===== src/rtl/idit_ifft8_seq_if.sv =====
// Streaming bus for the 8-point sequential IFFT: sample input stream, sample
// output stream and the busy status flag.
// Latency: none, wires only. Backpressure: in_valid/in_ready, out_valid/out_ready.
// Ports: master = producer/consumer side, slave = IFFT block side.
interface idit_ifft8_seq_if #(
  parameter int DATA_W = 9
);
  logic                     in_valid;
  logic                     in_ready;
  logic signed [DATA_W-1:0] in_re;
  logic signed [DATA_W-1:0] in_im;
  logic                     out_valid;
  logic                     out_ready;
  logic signed [DATA_W-1:0] out_re;
  logic signed [DATA_W-1:0] out_im;
  logic                     out_last;
  logic                     busy;

  modport master (
    output in_valid, in_re, in_im, out_ready,
    input  in_ready, out_valid, out_re, out_im, out_last, busy
  );

  modport slave (
    input  in_valid, in_re, in_im, out_ready,
    output in_ready, out_valid, out_re, out_im, out_last, busy
  );
endinterface


===== src/rtl/idit_ifft8_seq.sv =====
// 8-point radix-2 DIT inverse DFT with one shared butterfly, x[n] = (1/8) sum X[k] W8^{-kn}.
// Latency: last input accepted at edge T -> first out_valid after edge T+13.
// Backpressure: in_ready only while loading; output index holds while out_ready=0.
// Ports: clk, rst (async, active-high); io (slave): in_valid/in_ready/in_re/in_im
//        sample input X[k] in natural order; out_valid/out_ready/out_re/out_im/out_last
//        sample output x[n] in natural order; busy high while computing or outputting.
module idit_ifft8_seq #(
  parameter int DATA_W  = 9,
  parameter int TW_FRAC = 7
) (
  input  logic             clk,
  input  logic             rst,
  idit_ifft8_seq_if.slave  io
);

  localparam int SW = DATA_W + 3;     // butterfly sum width
  localparam int PW = 2 * DATA_W + 1; // full-precision complex product width
  localparam int TW = DATA_W + 2;     // width of the scaled product t

  // cos(pi/4) rounded: 181/256 ~= 0.70703
  localparam logic signed [DATA_W-1:0] TW_ONE = DATA_W'(1 << TW_FRAC);
  localparam logic signed [DATA_W-1:0] TW_R2  = DATA_W'(((1 << TW_FRAC) * 181 + 128) / 256);

  localparam logic signed [SW-1:0] SAT_MAX = {4'b0000, {(DATA_W-1){1'b1}}};
  localparam logic signed [SW-1:0] SAT_MIN = {4'b1111, {(DATA_W-1){1'b0}}};

  typedef enum logic [1:0] {S_LOAD, S_COMPUTE, S_OUTPUT} state_t;

  state_t     state_q, state_d;
  logic [2:0] load_cnt_q, load_cnt_d;
  logic [3:0] bf_cnt_q, bf_cnt_d;
  logic [2:0] out_idx_q, out_idx_d;

  logic signed [DATA_W-1:0] mem_re_q [8];
  logic signed [DATA_W-1:0] mem_im_q [8];

  // Butterfly results are registered and written back one cycle later; this
  // breaks the multiplier-to-memory path and accounts for the extra cycle
  // between the 12th butterfly and the first output.
  logic                     wb_vld_q;
  logic [2:0]               wb_a_q, wb_b_q;
  logic signed [DATA_W-1:0] wb_a_re_q, wb_a_im_q, wb_b_re_q, wb_b_im_q;

  logic in_fire, out_fire, compute_en;

  assign in_fire    = io.in_valid && (state_q == S_LOAD);
  assign out_fire   = (state_q == S_OUTPUT) && io.out_ready;
  assign compute_en = (state_q == S_COMPUTE) && (bf_cnt_q < 4'd12);

  // ---------------- FSM ----------------
  always_ff @(posedge clk or posedge rst) begin
    if (rst) begin
      state_q    <= S_LOAD;
      load_cnt_q <= '0;
      bf_cnt_q   <= '0;
      out_idx_q  <= '0;
    end else begin
      state_q    <= state_d;
      load_cnt_q <= load_cnt_d;
      bf_cnt_q   <= bf_cnt_d;
      out_idx_q  <= out_idx_d;
    end
  end

  always_comb begin
    state_d    = state_q;
    load_cnt_d = load_cnt_q;
    bf_cnt_d   = bf_cnt_q;
    out_idx_d  = out_idx_q;
    case (state_q)
      S_LOAD: begin
        if (in_fire) begin
          if (load_cnt_q == 3'd7) begin
            state_d    = S_COMPUTE;
            load_cnt_d = '0;
            bf_cnt_d   = '0;
          end else begin
            load_cnt_d = load_cnt_q + 3'd1;
          end
        end
      end
      S_COMPUTE: begin
        // bf_cnt 0..11 issue butterflies, 12 drains the write-back register
        if (bf_cnt_q == 4'd12) begin
          state_d   = S_OUTPUT;
          bf_cnt_d  = '0;
          out_idx_d = '0;
        end else begin
          bf_cnt_d = bf_cnt_q + 4'd1;
        end
      end
      S_OUTPUT: begin
        if (out_fire) begin
          if (out_idx_q == 3'd7) begin
            state_d    = S_LOAD;
            out_idx_d  = '0;
            load_cnt_d = '0;
          end else begin
            out_idx_d = out_idx_q + 3'd1;
          end
        end
      end
      default: state_d = S_LOAD;
    endcase
  end

  // ---------------- Butterfly addressing ----------------
  // Stage s has span 2^s; butterfly j pairs (a, a+span) where a inserts a zero
  // at bit s of j, and the twiddle exponent is (a mod span) * (4/span).
  logic [1:0] stage, bfly, tw_m;
  logic [2:0] a_addr, b_addr, span;

  assign stage = bf_cnt_q[3:2];
  assign bfly  = bf_cnt_q[1:0];

  always_comb begin
    a_addr = '0;
    span   = '0;
    tw_m   = '0;
    case (stage)
      2'd0: begin
        a_addr = {bfly, 1'b0};
        span   = 3'd1;
        tw_m   = 2'd0;
      end
      2'd1: begin
        a_addr = {bfly[1], 1'b0, bfly[0]};
        span   = 3'd2;
        tw_m   = {bfly[0], 1'b0};
      end
      default: begin
        a_addr = {1'b0, bfly};
        span   = 3'd4;
        tw_m   = bfly;
      end
    endcase
  end

  assign b_addr = a_addr + span;

  // Conjugate twiddles W8^{-m} = e^{+j*pi*m/4}
  logic signed [DATA_W-1:0] w_re, w_im;

  always_comb begin
    w_re = TW_ONE;
    w_im = '0;
    case (tw_m)
      2'd0: begin w_re = TW_ONE; w_im = '0;     end
      2'd1: begin w_re = TW_R2;  w_im = TW_R2;  end
      2'd2: begin w_re = '0;     w_im = TW_ONE; end
      default: begin w_re = -TW_R2; w_im = TW_R2; end
    endcase
  end

  // ---------------- Butterfly datapath ----------------
  logic signed [DATA_W-1:0]   a_re, a_im, b_re, b_im;
  logic signed [2*DATA_W-1:0] p_rr, p_ii, p_ri, p_ir;
  logic signed [PW-1:0]       t_re_full, t_im_full;
  logic signed [TW-1:0]       t_re, t_im;
  logic signed [SW-1:0]       sum_a_re, sum_a_im, sum_b_re, sum_b_im;

  assign a_re = mem_re_q[a_addr];
  assign a_im = mem_im_q[a_addr];
  assign b_re = mem_re_q[b_addr];
  assign b_im = mem_im_q[b_addr];

  assign p_rr = b_re * w_re;
  assign p_ii = b_im * w_im;
  assign p_ri = b_re * w_im;
  assign p_ir = b_im * w_re;

  assign t_re_full = p_rr - p_ii;
  assign t_im_full = p_ri + p_ir;

  // Selecting bits above TW_FRAC is the floor (arithmetic) shift; |t| stays
  // within TW bits for any DATA_W-bit operands and |w| <= 1.
  assign t_re = t_re_full[TW_FRAC +: TW];
  assign t_im = t_im_full[TW_FRAC +: TW];

  assign sum_a_re = a_re + t_re;
  assign sum_a_im = a_im + t_im;
  assign sum_b_re = a_re - t_re;
  assign sum_b_im = a_im - t_im;

  // Halve with floor, then clamp to the signed DATA_W range
  function automatic logic signed [DATA_W-1:0] half_sat(input logic signed [SW-1:0] s);
    logic signed [SW-1:0] h;
    h = s >>> 1;
    if (h > SAT_MAX)      return SAT_MAX[DATA_W-1:0];
    else if (h < SAT_MIN) return SAT_MIN[DATA_W-1:0];
    else                  return h[DATA_W-1:0];
  endfunction

  always_ff @(posedge clk or posedge rst) begin
    if (rst) begin
      wb_vld_q  <= 1'b0;
      wb_a_q    <= '0;
      wb_b_q    <= '0;
      wb_a_re_q <= '0;
      wb_a_im_q <= '0;
      wb_b_re_q <= '0;
      wb_b_im_q <= '0;
    end else begin
      wb_vld_q <= compute_en;
      if (compute_en) begin
        wb_a_q    <= a_addr;
        wb_b_q    <= b_addr;
        wb_a_re_q <= half_sat(sum_a_re);
        wb_a_im_q <= half_sat(sum_a_im);
        wb_b_re_q <= half_sat(sum_b_re);
        wb_b_im_q <= half_sat(sum_b_im);
      end
    end
  end

  // Sample memory: loaded in bit-reversed order, updated in place. Not reset;
  // every word is rewritten by a full frame before it can be output.
  always_ff @(posedge clk) begin
    if (in_fire) begin
      mem_re_q[{load_cnt_q[0], load_cnt_q[1], load_cnt_q[2]}] <= io.in_re;
      mem_im_q[{load_cnt_q[0], load_cnt_q[1], load_cnt_q[2]}] <= io.in_im;
    end else if (wb_vld_q) begin
      mem_re_q[wb_a_q] <= wb_a_re_q;
      mem_im_q[wb_a_q] <= wb_a_im_q;
      mem_re_q[wb_b_q] <= wb_b_re_q;
      mem_im_q[wb_b_q] <= wb_b_im_q;
    end
  end

  // ---------------- Outputs ----------------
  assign io.in_ready  = (state_q == S_LOAD);
  assign io.out_valid = (state_q == S_OUTPUT);
  assign io.out_last  = (state_q == S_OUTPUT) && (out_idx_q == 3'd7);
  assign io.busy      = (state_q != S_LOAD);
  assign io.out_re    = (state_q == S_OUTPUT) ? mem_re_q[out_idx_q] : '0;
  assign io.out_im    = (state_q == S_OUTPUT) ? mem_im_q[out_idx_q] : '0;

endmodule


===== src/flat_wrapper.sv =====
// flat-port wrapper written by rule: the top's interface ports become plain ports
module idit_ifft8_seq_flat 
#(
  parameter int DATA_W  = 9,
  parameter int TW_FRAC = 7
)
  (clk, rst, io_in_valid, io_in_re, io_in_im, io_out_ready, io_in_ready, io_out_valid, io_out_re, io_out_im, io_out_last, io_busy);
  idit_ifft8_seq_if #(.DATA_W(DATA_W)) io_i ();
  input  logic clk;
  input  logic rst;
  input wire logic [$bits(io_i.in_valid)-1:0] io_in_valid;
  input wire logic [$bits(io_i.in_re)-1:0] io_in_re;
  input wire logic [$bits(io_i.in_im)-1:0] io_in_im;
  input wire logic [$bits(io_i.out_ready)-1:0] io_out_ready;
  output wire logic [$bits(io_i.in_ready)-1:0] io_in_ready;
  output wire logic [$bits(io_i.out_valid)-1:0] io_out_valid;
  output wire logic [$bits(io_i.out_re)-1:0] io_out_re;
  output wire logic [$bits(io_i.out_im)-1:0] io_out_im;
  output wire logic [$bits(io_i.out_last)-1:0] io_out_last;
  output wire logic [$bits(io_i.busy)-1:0] io_busy;
  assign io_i.in_valid = io_in_valid;
  assign io_i.in_re = io_in_re;
  assign io_i.in_im = io_in_im;
  assign io_i.out_ready = io_out_ready;
  assign io_in_ready = io_i.in_ready;
  assign io_out_valid = io_i.out_valid;
  assign io_out_re = io_i.out_re;
  assign io_out_im = io_i.out_im;
  assign io_out_last = io_i.out_last;
  assign io_busy = io_i.busy;
  idit_ifft8_seq #(.DATA_W(DATA_W), .TW_FRAC(TW_FRAC)) u_core (.clk(clk), .rst(rst), .io(io_i));
endmodule

===== config.mk =====
export PLATFORM = sky130hd
export DESIGN_NAME = idit_ifft8_seq_flat
export DESIGN_NICKNAME = d
export VERILOG_FILES = /design/src/rtl/idit_ifft8_seq_if.sv /design/src/rtl/idit_ifft8_seq.sv /design/src/flat_wrapper.sv
export SDC_FILE = /design/constraint.sdc
export NUM_CORES = 1
export LEC_CHECK = 0
export ABC_AREA = 1
export BUFFER_PORTS_ARGS = -buffer_cell sky130_fd_sc_hd__buf_4
export CORE_MARGIN = 3
export CORE_UTILIZATION = 35
export CTS_BUF_LIST = sky130_fd_sc_hd__clkbuf_16
export DETAILED_ROUTE_END_ITERATION = 7
export PLACE_DENSITY = 0.57
export SLEW_MARGIN = 20
export SYNTH_ARGS = -nofsm -noshare
export SYNTH_HDL_FRONTEND = slang
export SYNTH_SLANG_ARGS = --single-unit

===== constraint.sdc =====
create_clock -name clk -period 11.35 [get_ports clk]
set_input_delay 0 -clock clk [delete_from_list [all_inputs] [get_ports clk]]
set_output_delay 0 -clock clk [all_outputs]
set_load 0.01 [all_outputs]

==> reports/results.ini <==
[clocking]
cts.sinks = 199
htreeDepth = 4
cts_buffers = 17
clock_latency_ns = 0.47
root_buffer = clkbuf_16
postCtsSetupRepairBufs = 0
clockBufferDepth = 2
cts_tree = yes
clk_pin_slew_ns = 0.08

[place]
gp_congestion = 0.903
hpwl_mm = 60.3
io_buffers = 43

[worst_setup_path]
required_ns = 11.71
rrSetupSlack_ns = 0.79
cpMaxStageDelayCell = fa_1
crit_type = reg2reg
critPathMaxFanout = 35
startpoint_type = register
cp.buffers_inverters = 6
path_delay_family = adder cells
end_kind = register
arrival_ns = 10.92
crit_top_cell = nand2_1
critPathMaxStageDelay_ns = 0.56

[timing]
worst_pin_slew_ns = 1.07
fmax_mhz = 94.7
drv_slew = 0
final.period_utilization = 0.931
fin_crit_ns = 10.56
hold_viol = 0
rsz0062_at_grt = false
finalSetupViolations = 0
fin_skew_ns = 0.0162
tns_ns = 0
slew_headroom = 0.287

[logic_synthesis]
synth_largest_area_cell = fa_1
yosysSeqAreaShare = 0.232
synth_edf_count = 144
syn_area_um2 = 24500
synth_most_common_cell = nand2_1
synthFlopType = edfxtp_1
synthTopCellsByCount = nand2_1 (672), inv_1 (527), o21ai_0 (390)
synth_top_area_share = 0.197
async_flop_share = 0.276
ys_ff_latch = 199
synthTopCellsByArea = fa_1 (20%), edfxtp_1 (18%), ha_1 (11%)
ys_types = 57
syn-instance-count = 3142
yosys_warnings = 0
syn_area_per_cell_um2 = 7.81

[die]
die_y_um = 271
die-area_um2 = 73300
core_area_um2 = 69100
rows = 96
fp.dieW_um = 271
boundaryPins = 44
start_util = 0.355

[job]
maxCapViolCount = 0

[layout]
multi_input_area_um2 = 16300
fillers = 7153
antennaDiodeCount = 0
regArea_um2 = 5700
area_growth_pct = 7.87
final_nets = 3587
drive_gt1_frac = 0.0624

[grt]
grt_max_degree = 76
grt_pass1_vias = 20304
antenna_found_initial = 2
gr-total-overflow = 0
track_usage = 0.219
grt_pass1_wl_mm = 123

[drt]
drtPass1Iterations = 6
vias_per_cell = 5.19
wire_per_inst_um = 19.9
routed_wl_mm = 80.7
drtIter0Drc = 2318
ant_nets = 0
vias = 21057
drc_errors = 0

[hold_path]
hold_path.class = in2reg

[outcome]
status = finished clean

==> placed cells by master (no fill, tap or decap), types with 53 or more instances in the layout <==
| master | count |
|---|---|
| dfrtp_1 | 53 |
| a21oi_1 | 206 |
| nand3_1 | 93 |
| nand2_1 | 672 |
| buf_4 | 84 |
| o21ai_0 | 382 |
| inv_1 | 523 |
| nor2_1 | 196 |
| ha_1 | 211 |
| fa_1 | 242 |
| edfxtp_1 | 144 |
==> per-layer routing <==
layer | up-vias | global-route usage | part of all wire
met4 | 2 | 0.0629 | 0.030
met5 | - | 0 | 0.00011
met1 | 10056 | 0.308 | 0.44
met2 | 828 | 0.352 | 0.45
li1 | 10024 | - | -
met3 | 147 | 0.0277 | 0.077
==> final cells by class <==
| type | instances | area share |
|---|---|---|
| multi-input cells | 2265 | 0.616 |
| flip-flops and latches | 199 | 0.215 |
| inverters | 543 | 0.0775 |
| well taps | 931 | 0.0440 |
| repair buffers | 85 | 0.0242 |
| clock buffers | 17 | 0.0161 |
| clock inverters | 15 | 0.00629 |
==> registers in the layout (all words and copies together) (netlist names), 3 cells and up <==
signal and cells:
u_core.wb_a_q 3, u_core.wb_a_re_q 9, u_core.mem_im_q 72, u_core.out_idx_q 3
u_core.wb_b_im_q 9, u_core.wb_b_re_q 9, u_core.wb_a_im_q 9, u_core.bf_cnt_q 4
u_core.mem_re_q 72, u_core.load_cnt_q 3, u_core.wb_b_q 3
==> cell families after synthesis <==
group                    count (synthesis)  synth area share
AND/OR/NAND/NOR                       1032             0.173
AO/OA/AOI/OAI                          706             0.156
buffers and inverters                  679             0.107
adder cells (fa/ha/maj)                454             0.305
flip-flops                             199             0.232
XOR/XNOR                                70            0.0256
other                                    2          0.000306
==> through the flow <==
stage	setup slack, ns	cells	utilization	cell area (um2)	hold WS [ns]
2_1_floorplan	1.22	3143	-	24500	0.350
3_3_place_gp	0.672	4022	0.374	25900	0.284
3_5_place_dp	0.625	4022	0.374	25900	0.288
4_1_cts	0.602	4055	0.383	26500	0.0874
5_1_grt	0.0458	4055	0.383	26500	0.136
6_report	0.787	4055	0.383	26500	0.110
==> timing repair <==
action,in CTS,in global routing
endpoints found under the setup margin,0,16
hold buffers,1,0
gates resized for setup,0,5
endpoints found under the hold margin,55,0
==> final timing paths <==
check	startpoint	to	cells after the start
worst max register to register	u_core.bf_cnt_q[0]	u_core.wb_b_re_q[2]	52
max in group asynchronous	rst	u_core.out_idx_q[0]	4
worst min register to register	u_core.wb_b_im_q[1]	u_core.wb_b_im_q[1]	2
min in group asynchronous	rst	u_core.wb_a_re_q[0]	4
worst max-delay path	u_core.bf_cnt_q[0]	u_core.wb_b_re_q[2]	52
worst min-delay path	io_in_re[6]	u_core.mem_re_q[0][6]	5
==> worst reg2reg max path, delay by kind of cell (launching register included) <==
family          cells  cell delay (ns)
compound gates      9             1.65
xor+xnor            1             0.13
fa+ha+maj          10             4.22
buf+inv             6             1.26
flops               1             0.53
simple gates       26             2.67
Power is not shown: default switching activity piles up to over one toggle a cycle in this logic, so the estimate is an artifact.
